## src/rtl/bin2bcd_seq_pkg.sv

```systemverilog
// ---------------------------------------------------------------------------
// bcd_pkg
//   Definitions shared by the sequential binary-to-BCD converter:
//   - state_t     : converter FSM states (IDLE, SHIFT, DONE)
//   - DIGIT_MINUS : digit code the display driver shows as a minus sign
//   - DIGIT_BLANK : digit code the display driver shows as a dark digit
//   - req_digits  : number of BCD digits a WIDTH-bit input needs, counting
//                   the sign/top digit, used for elaboration checks
// ---------------------------------------------------------------------------
package bcd_pkg;

  typedef enum logic [1:0] {
    IDLE  = 2'd0,
    SHIFT = 2'd1,
    DONE  = 2'd2
  } state_t;

  localparam logic [3:0] DIGIT_MINUS = 4'hA;
  localparam logic [3:0] DIGIT_BLANK = 4'hF;

  // ceil(width * log10(2)) magnitude digits plus one sign digit.
  // log10(2) is approximated as 0.30103 in fixed point.
  function automatic int req_digits(input int width);
    return (width * 30103 + 99999) / 100000 + 1;
  endfunction

endpackage

```

## src/rtl/bin2bcd_seq_adjust.sv

```systemverilog
// ---------------------------------------------------------------------------
// dd_adjust_digit
//   Double-dabble digit correction: a BCD digit of 5 or more gets 3 added so
//   that the following left shift carries correctly into the next digit.
//   Ports:
//     din  in  4  BCD digit before correction
//     dout out 4  corrected digit
// ---------------------------------------------------------------------------
module dd_adjust_digit (
  input  logic [3:0] din,
  output logic [3:0] dout
);

  assign dout = (din >= 4'd5) ? (din + 4'd3) : din;

endmodule

```

## src/rtl/bin2bcd_seq.sv

```systemverilog
// ---------------------------------------------------------------------------
// bin2bcd_seq
//   Multi-cycle binary-to-BCD converter (shift-and-add-3) with a valid/ready
//   input handshake. Feeds the 4-digit seven-segment driver; bcd_out is held
//   between conversions so the display never shows a partial result.
//   Latency: accept at edge k, result and out_valid visible after edge
//   k+WIDTH+1. One conversion per WIDTH+2 cycles.
//
//   Build option: define BIN2BCD_SIGNED_EN to treat in_data as two's
//   complement; negative inputs convert their magnitude and the top digit
//   of bcd_out becomes DIGIT_MINUS. Without it the top digit is always 0.
//
//   Ports:
//     clk       in   1         system clock, rising edge
//     rst       in   1         asynchronous reset, active-high
//     in_valid  in   1         in_data is presented for conversion
//     in_ready  out  1         converter idle; accepts when in_valid is high
//     in_data   in   WIDTH     binary value to convert
//     out_valid out  1         one-cycle pulse: bcd_out has just been updated
//     bcd_out   out  4*DIGITS  packed BCD, digit i in [4i+3:4i]
//     busy      out  1         conversion in progress (!in_ready)
// ---------------------------------------------------------------------------
module bin2bcd_seq
  import bcd_pkg::*;
#(
  parameter int WIDTH  = 8,
  parameter int DIGITS = 4
) (
  input  logic                  clk,
  input  logic                  rst,
  input  logic                  in_valid,
  output logic                  in_ready,
  input  logic [WIDTH-1:0]      in_data,
  output logic                  out_valid,
  output logic [4*DIGITS-1:0]   bcd_out,
  output logic                  busy
);

  localparam int BCD_W = 4 * (DIGITS - 1);   // magnitude digits only
  localparam int SR_W  = BCD_W + WIDTH;
  localparam int CNT_W = $clog2(WIDTH + 1);

  if (DIGITS < req_digits(WIDTH)) begin : g_digits_check
    $error("bin2bcd_seq: DIGITS too small for WIDTH (magnitude + sign digit)");
  end
  // The driver must be able to tell a minus sign from a dark digit.
  if (DIGIT_MINUS == DIGIT_BLANK) begin : g_code_check
    $error("bin2bcd_seq: minus and blank digit codes collide");
  end

  function automatic logic [WIDTH-1:0] magnitude(input logic [WIDTH-1:0] v);
`ifdef BIN2BCD_SIGNED_EN
    logic signed [WIDTH-1:0] sv;
    sv = v;
    // Negation kept WIDTH bits wide and read as unsigned, so the most
    // negative value maps to its true magnitude (e.g. -128 -> 128).
    magnitude = (sv < 0) ? ((~v) + {{(WIDTH-1){1'b0}}, 1'b1}) : v;
`else
    magnitude = v;
`endif
  endfunction

  function automatic logic is_negative(input logic [WIDTH-1:0] v);
`ifdef BIN2BCD_SIGNED_EN
    is_negative = v[WIDTH-1];
`else
    is_negative = 1'b0 & v[WIDTH-1];
`endif
  endfunction

  state_t           state_q, state_d;
  logic [SR_W-1:0]  sr_q;
  logic [SR_W-1:0]  sr_adj;
  logic [CNT_W-1:0] cnt_q;
  logic             sign_q;
  logic [4*DIGITS-1:0] bcd_q;
  logic             out_valid_q;

  // Digit corrections ahead of the shift; the sign digit lives outside the
  // shift register and is never adjusted.
  for (genvar i = 0; i < DIGITS - 1; i++) begin : g_adj
    dd_adjust_digit u_adj (
      .din  (sr_q[WIDTH + 4*i +: 4]),
      .dout (sr_adj[WIDTH + 4*i +: 4])
    );
  end
  assign sr_adj[WIDTH-1:0] = sr_q[WIDTH-1:0];

  // FSM state register
  always_ff @(posedge clk or posedge rst) begin
    if (rst) state_q <= IDLE;
    else     state_q <= state_d;
  end

  always_comb begin
    state_d = state_q;
    unique case (state_q)
      IDLE:    if (in_valid) state_d = SHIFT;
      SHIFT:   if (cnt_q == CNT_W'(1)) state_d = DONE;
      DONE:    state_d = IDLE;
      default: state_d = IDLE;
    endcase
  end

  // Datapath: load on accept, adjust+shift while in SHIFT, publish in DONE
  always_ff @(posedge clk or posedge rst) begin
    if (rst) begin
      sr_q        <= '0;
      cnt_q       <= '0;
      sign_q      <= 1'b0;
      bcd_q       <= '0;
      out_valid_q <= 1'b0;
    end else begin
      out_valid_q <= (state_q == DONE);
      unique case (state_q)
        IDLE: begin
          if (in_valid) begin
            sr_q   <= {{BCD_W{1'b0}}, magnitude(in_data)};
            cnt_q  <= CNT_W'(WIDTH);
            sign_q <= is_negative(in_data);
          end
        end
        SHIFT: begin
          sr_q  <= sr_adj << 1;
          cnt_q <= cnt_q - CNT_W'(1);
        end
        DONE: begin
          bcd_q <= {(sign_q ? DIGIT_MINUS : 4'h0), sr_q[SR_W-1 -: BCD_W]};
        end
        default: ;
      endcase
    end
  end

  assign in_ready  = (state_q == IDLE);
  assign busy      = !in_ready;
  assign out_valid = out_valid_q;
  assign bcd_out   = bcd_q;

endmodule

```

## config.mk

```make
export PLATFORM = sky130hd
export DESIGN_NAME = bin2bcd_seq
export DESIGN_NICKNAME = d
export VERILOG_FILES = /design/src/rtl/bin2bcd_seq_pkg.sv /design/src/rtl/bin2bcd_seq_adjust.sv /design/src/rtl/bin2bcd_seq.sv
export SDC_FILE = /design/constraint.sdc
export NUM_CORES = 1
export LEC_CHECK = 0
export CAP_MARGIN = 20
export CORE_ASPECT_RATIO = 0.75
export CORE_MARGIN = 4
export CORE_UTILIZATION = 50
export CTS_CLUSTER_SIZE = 8
export DETAILED_ROUTE_END_ITERATION = 12
export PLACE_DENSITY = 0.74
export SYNTH_ARGS = -nofsm -noshare
export SYNTH_HDL_FRONTEND = slang
export SYNTH_SLANG_ARGS = --single-unit
```

## constraint.sdc

```tcl
create_clock -name clk -period 3.56 [get_ports clk]
set_clock_uncertainty 0.15 [all_clocks]
set_input_delay 0.534 -clock clk [delete_from_list [all_inputs] [get_ports clk]]
set_output_delay 0.534 -clock clk [all_outputs]
set_load 0.02 [all_outputs]
```

-- After elaboration in Yosys (flattened, before gate mapping)
Index checks and enable logic that the tools add are counted.
- reductions and logical operators: 5
- equal/unequal tests: 5
- magnitude comparators: 3
- mux-type cells: 10
- $add $sub $neg: 4
- operator list (cell ; count):
    20-bit case mux with 2 select lines ; 1
    20-bit two-way mux ; 1
    4-bit by 3-bit greater-or-equal comparator with 1-bit output, second input constant ; 3
    4-bit two-way mux ; 3
    4-bit by 2-bit adder with 4-bit output, second input constant ; 2
    4-bit case mux with 2 select lines ; 1
    4-bit by 1-bit equality test with 1-bit output, second input constant ; 1
    2-bit two-way mux ; 2
    2-bit != test, second input constant ; 2
    2-bit case mux with 2 select lines ; 1
    2-bit AND reduction ; 2
    4-bit by 1-bit subtractor with 4-bit output, second input constant ; 1
    3-bit by 2-bit adder with 3-bit output, second input constant ; 1
    3-bit two-way mux ; 1
    2-bit by 1-bit equality test with 1-bit output, second input constant ; 1
    2-bit equality test, second input constant ; 1
    2-bit zero test ; 1
    2-bit nonzero test ; 1
    1-bit zero test ; 1
- output and inout bits: 19
- input bits: 11
- register bits after elaboration: 39

-- Logic depth before layout (Yosys ltp)
Gate-level depths: netlist of the first run.
- word-level depth: 3
- gate-level depth with buffers: 6
- gate-level depth less buffers: 6

-- Modules after synthesis
From an unflattened synthesis of the first run, not the netlist that was laid out.
- cell total of the unflattened synthesis: 184
- area, all modules: 1946.9 µm²
- by module, submodules not included (module ; area an instance (µm²) ; seq. area each (µm²) ; instances ; cells each):
    bin2bcd_seq ; 1642.8 ; 975.9 ; 1 ; 136
    dd_adjust_digit ; 101.3 ; 0.0 ; 3 ; 16

-- Worst setup path after synthesis of the first run
OpenSTA, ideal clock, no wires.
- path kind: register to output
- from: register state_q[0]
- to: output in_ready
- setup slack: 1.688 ns
- data arrival time: 1.188 ns
- cell stages (with the launch flop): 5
- required time: 2.876 ns
- path through: dfrtp_1 -> buf_4 -> buf_2 -> or2_2 -> inv_1
- cells in the longest elaborated chain, start to end: 1
- RTL lines (what ; line ; text):
    start: declaration ; bin2bcd_seq.sv:71 ; state_t state_q, state_d;
    start signal: assignment ; bin2bcd_seq.sv:92 ; else state_q <= state_d;
    2-bit zero test ; bin2bcd_seq.sv:135 ; assign in_ready = (state_q == IDLE);
    end: declaration ; bin2bcd_seq.sv:32 ; output logic in_ready,
Every way passes these cells.

-- Worst setup path after layout of the first run
Same ends and word-level chain as after synthesis.

==> results.cfg, run 1 <==
[outcome]
outcome = complete, no violations

[min_path]
holdPathStages = 2
min-delay-start = sr_q[3]
hold_path.class = reg -> reg

[global_route]
antenna_found_initial = 0
grt_pass1_vias = 1351
grt_pass1_wl_mm = 6.161
track_usage = 0.1646
top_usage_layer = met2
overflow = 0
grt_max_degree = 40
use_met1 = 0.1980
grt_use_met3 = 0.03890
gr-usage-met2 = 0.2866

[worst_setup_path]
slowest_stage = dfrtp_1
critPathBufInv = 2
required_ns = 2.88
reg2reg_slack_ns = 1.67
slowest_delay_ns = 0.65
r2r_start = state_q[0]
arrival_ns = 2.01
endpoint = in_ready
r2r_cells = 3
end_kind = primary output
cp_max_fo = 19
path_class = reg -> out
critPathLaunch = state_q[0]
timing.rr.end = cnt_q[3]
crit_chain = or2_2 -> inv_1 -> clkdlybuf4s50_1
worst-path-stages = 3
startpoint_type = flip-flop
cp_top_family = flip-flops

[pwr]
p_per_area_nw_per_um2 = 886.4
ir_worst_vdd_uv = 406.1
power_mw = 2.011
p_leak_nw = 1.047

[yosys]
synth_seq_cells = 39
synthCells = 171
yosysSeqAreaShare = 0.5042
yosys_warnings = 0
syn-cell-area_um2 = 1936
yosysUniqueCellTypes = 34
synth.avg_cell_area_um2 = 11.32

[finish]
antenna_cells = 0
finalNonFillerCells = 249
finalNetCount = 215
drive_above_1_share = 0.1421
area_growth_pct = 17.19
final_cell_area_um2 = 2268
final_common_cell = dfrtp_1
final_cell_mix = 39 x dfrtp_1, 25 x clkdlybuf4s50_1, 21 x nand2_1
utilization = 0.6156

[routing]
postRouteAntennaNets = 0
vias = 1314
drc = 0
first_pass_iters = 4
vias_per_cell = 5.277
wl_per_cell_um = 14.25
drt_wl_total_mm = 3.548
drt-initial-drc-count = 83

[floorplan]
io_pins = 30
start_util = 0.5253
die_h_um = 61.89
design.die.area_um2 = 4941
core-area_um2 = 3685
rows = 19
dieWidth_um = 79.85

[timing]
hold_violations = 0
relSlewSlack = 0.4969
fmax_mhz = 371.0
fin_hold_ws_ns = 0.3425
min_period_ns = 2.696
period_share = 0.7572
drv_slew = 0
finalSetupTns_ns = 0
setup_viol = 0
rsz0062_at_grt = no
worstMarginPinSlew_ns = 0.7546
layout_setup_ws_ns = 0.8644

[placed_design]
io_buffers = 25
place_area_um2 = 2183
dp.cells = 241
dpl.hpwl_mm = 2.463
dpl_worst_slack_ns = 1.194
place_congestion = 0.7359

[cts]
insertion_delay_ns = 0.30
path_clk_slew_ns = 0.07
clk_path_buf_depth = 2
cts_sinks = 39
cts_buffers = 5
cts_resized = 0
ctsRootBufferMaster = clkbuf_8
cts_tree = built
htreeDepth = 2
hold_buffers = 0
post_cts_buffers = 0

[flow_run]
max_cap_violations = 0
synthesized netlist by cell type:
library cell   n  area share
o21ai_0       19       0.049
mux2_4         9       0.070
nor3_1         1      0.0026
mux2i_1        3       0.016
mux2_2         4       0.023
a22oi_1        7       0.027
or2_2          1      0.0032
o31ai_1        1      0.0039
a31oi_1        1      0.0032
and2b_1        1      0.0039
and3_1         1      0.0032
o21ai_4        1      0.0084
a22o_1         8       0.036
conb_1         1      0.0019
dfrtp_1       39        0.50
nand2b_1       3      0.0097
nor2b_1        2      0.0065
inv_4          1      0.0032
buf_12         1       0.010
nand2_1       21       0.041
a21oi_1        2      0.0052
inv_1         10       0.019
ha_1           8       0.052
nor2_8         1       0.010
xor2_1         1      0.0045
a21oi_2        3       0.014
nor2_1         5      0.0097
nor3b_1        1      0.0039
buf_1          1      0.0019
buf_4          7       0.027
a32o_1         1      0.0052
xnor2_1        3       0.014
buf_2          2      0.0052
nand3_1        1      0.0026
layer usage:
metal,vias up,routed length [um]
met2,20,1725
met1,660,1609
li1,627,-
met5,-,0
met3,7,147
met4,0,65
how the worst min path moves through the flow:
stage / endpoint / slack [ns]
floorplan: sr_q[1] / 0.30
detailed placement: sr_q[3] / 0.33
finish: sr_q[3] / 0.34
global placement: sr_q[2] / 0.31
global route: bcd_out[6] / 0.38
CTS: sr_q[3] / 0.34
layout make-up:
cell class	count	area, um^2
fillers	285	1416
well taps	52	65.06
clock buffers	6	72.57
multi-input cells	113	840.8
inverters	11	43.79
flip-flops and latches	39	975.9
clock inverters	2	12.51
repair buffers	26	257.7
logic make-up after synthesis:
logic type               share of synthesized area
other                                     0.001937
adder cells (fa/ha/maj)                    0.05172
XOR/XNOR                                   0.01810
buffers and inverters                      0.06723
AO/OA/AOI/OAI                               0.1519
flip-flops                                  0.5042
multiplexers                                0.1086
AND/OR/NAND/NOR                            0.09632
power breakdown:
group          switching, mW  internal (mW)
sequential             0.195          0.626
combinational          0.444          0.453
clock                  0.156          0.137
total                  0.795           1.22
worst min-delay path: stages, from the launching register on:
cell	delay [ns]
dfrtp_1	0.35
nand2_1	0.05
o21ai_0	0.06
state kept, by name, summed over array words and instances, names as in the netlist:
signal     cells
state_q        2
bcd_out       12
cnt_q          4
sr_q          20
out_valid      1
Note: power is estimated with default switching activity, not from simulation.
==> run 2, diff against run 1 <==
==> constraint.sdc (replaced) <==
create_clock -name clk -period 2.8 [get_ports clk]
set_clock_uncertainty 0.15 [all_clocks]
set_input_delay 0.42 -clock clk [delete_from_list [all_inputs] [get_ports clk]]
set_output_delay 0.42 -clock clk [all_outputs]
set_load 0.02 [all_outputs]
==> results.cfg, run 2 (synthesis gave the netlist of run 1 again) <==
[min_path]
holdPathStages = 2
min-delay-start = sr_q[2]
min_to = sr_q[2]
hold_path.class = reg -> reg

[worst_setup_path]
timing.rr.end = cnt_q[3]
cp_max_fo = 14
reg2reg_slack_ns = 1.13
path_class = reg -> out
required_ns = 2.23
r2r_cells = 4
r2r_start = state_q[0]
arrival_ns = 1.84
startpoint_type = flip-flop
end_kind = primary output

[global_route]
antenna_found_initial = 0
grt_max_degree = 40
track_usage = 0.1657
grt_pass1_vias = 1340
gr-usage-met2 = 0.2913
grt_pass1_wl_mm = 6.065
use_met1 = 0.1947
grt_use_met3 = 0.04323
overflow = 0
top_usage_layer = met2

[routing]
drt_wl_total_mm = 3.553
vias = 1328
drt-initial-drc-count = 65
vias_per_cell = 5.312
first_pass_iters = 4
postRouteAntennaNets = 0
wl_per_cell_um = 14.21
drc = 0

[floorplan]
die_h_um = 61.89
io_pins = 30
start_util = 0.5253
dieWidth_um = 79.85
rows = 19
core-area_um2 = 3685
design.die.area_um2 = 4941

[timing]
worstMarginPinSlew_ns = 0.6460
rsz0062_at_grt = no
drv_slew = 0
finalSetupTns_ns = 0
min_period_ns = 2.412
fin_hold_ws_ns = 0.3391
relSlewSlack = 0.5677
fmax_mhz = 414.6
period_share = 0.8614
hold_violations = 0
setup_viol = 0
layout_setup_ws_ns = 0.3880

[finish]
fillerInstances = 302
largest_reg_flops = 20
seqCellArea_um2 = 975.9
regMostFlops = sr_q
drive_above_1_share = 0.1515
area_growth_pct = 19.00
final_common_cell = dfrtp_1
multi_input_area_um2 = 840.8
final_cell_area_um2 = 2303
antenna_cells = 0
final_cell_mix = 39 x dfrtp_1, 25 x clkdlybuf4s50_1, 21 x nand2_1
finalNetCount = 216

[cts]
htreeDepth = 2
hold_buffers = 0
cts_tree = built
ctsRootBufferMaster = clkbuf_8
cts_resized = 0
post_cts_buffers = 0
clk_path_buf_depth = 2
cts_sinks = 39
path_clk_slew_ns = 0.07
cts_buffers = 5
insertion_delay_ns = 0.30

[placed_design]
dpl.hpwl_mm = 2.452
place_congestion = 0.7187
dpl_worst_slack_ns = 0.7089
io_buffers = 25
place_area_um2 = 2191

[flow_run]
max_cap_violations = 0

[pwr]
ir_worst_vdd_uv = 568.7
power_mw = 2.661
p_per_area_nw_per_um2 = 1155
p_leak_nw = 1.068

[outcome]
outcome = complete, no violations
==> run 2: changes by cell type in the layout (fill, tap and decap cells not counted), sizes merged <==
cell and delta:
clkinvlp -1, buf +1, clkbuf -1, clkinv +1, bufinv +1
==> run 2: critical path, stage by stage (launching register included) <==
cell and delay, ns:
dfrtp_1 0.53, or2_2 0.37, inv_1 0.06, clkdlybuf4s50_1 0.59
==> run 2: worst max path at each step <==
stage               startpoint        to  slack (ns)
global route        state_q[1]  in_ready        0.31
floorplan           state_q[0]  in_ready        1.04
detailed placement  state_q[1]  in_ready        0.71
CTS                 state_q[1]  in_ready        0.38
global placement    state_q[1]  in_ready        0.72
finish              state_q[1]  in_ready        0.39
==> run 2: metrics by stage <==
step | instances | utilization
6_report | 250 | 0.6251
5_1_grt | 250 | 0.6251
4_1_cts | 250 | 0.6251
3_5_place_dp | 242 | 0.5946
3_3_place_gp | 242 | 0.5946
2_1_floorplan | 174 | -
==> run 2: cell type report <==
class                           count  area share
Sequential cell                    39      0.4237
Clock buffer                        5     0.02988
Timing Repair Buffer               27      0.1152
Clock inverter                      3     0.01901
Inverter                           11     0.01901
Tap cell                           52     0.02825
Multi-Input combinational cell    113      0.3650
==> run 2: per-layer routing <==
metal / routed length (um) / up-vias
met5: 0 / -
met4: 67 / 0
met3: 172 / 6
met2: 1700 / 32
met1: 1613 / 658
li1: - / 632
==> run 2: report_power, final <==
group          switching [mW]  total [mW]  internal [mW]
logic                   0.607        1.19          0.585
clock network           0.205       0.470          0.265
registers               0.203        1.00          0.797
==> run 3, diff against run 2 <==
--- a/config.mk
+++ b/config.mk
@@ -9,6 +9,7 @@
 export CORE_ASPECT_RATIO = 0.75
 export CORE_MARGIN = 4
 export CORE_UTILIZATION = 50
+export CTS_CLUSTER_DIAMETER = 80
 export CTS_CLUSTER_SIZE = 8
 export DETAILED_ROUTE_END_ITERATION = 12
 export PLACE_DENSITY = 0.74
==> results of run 3 <==
No change in the layout: final DEF, timing and power equal those of run 2.
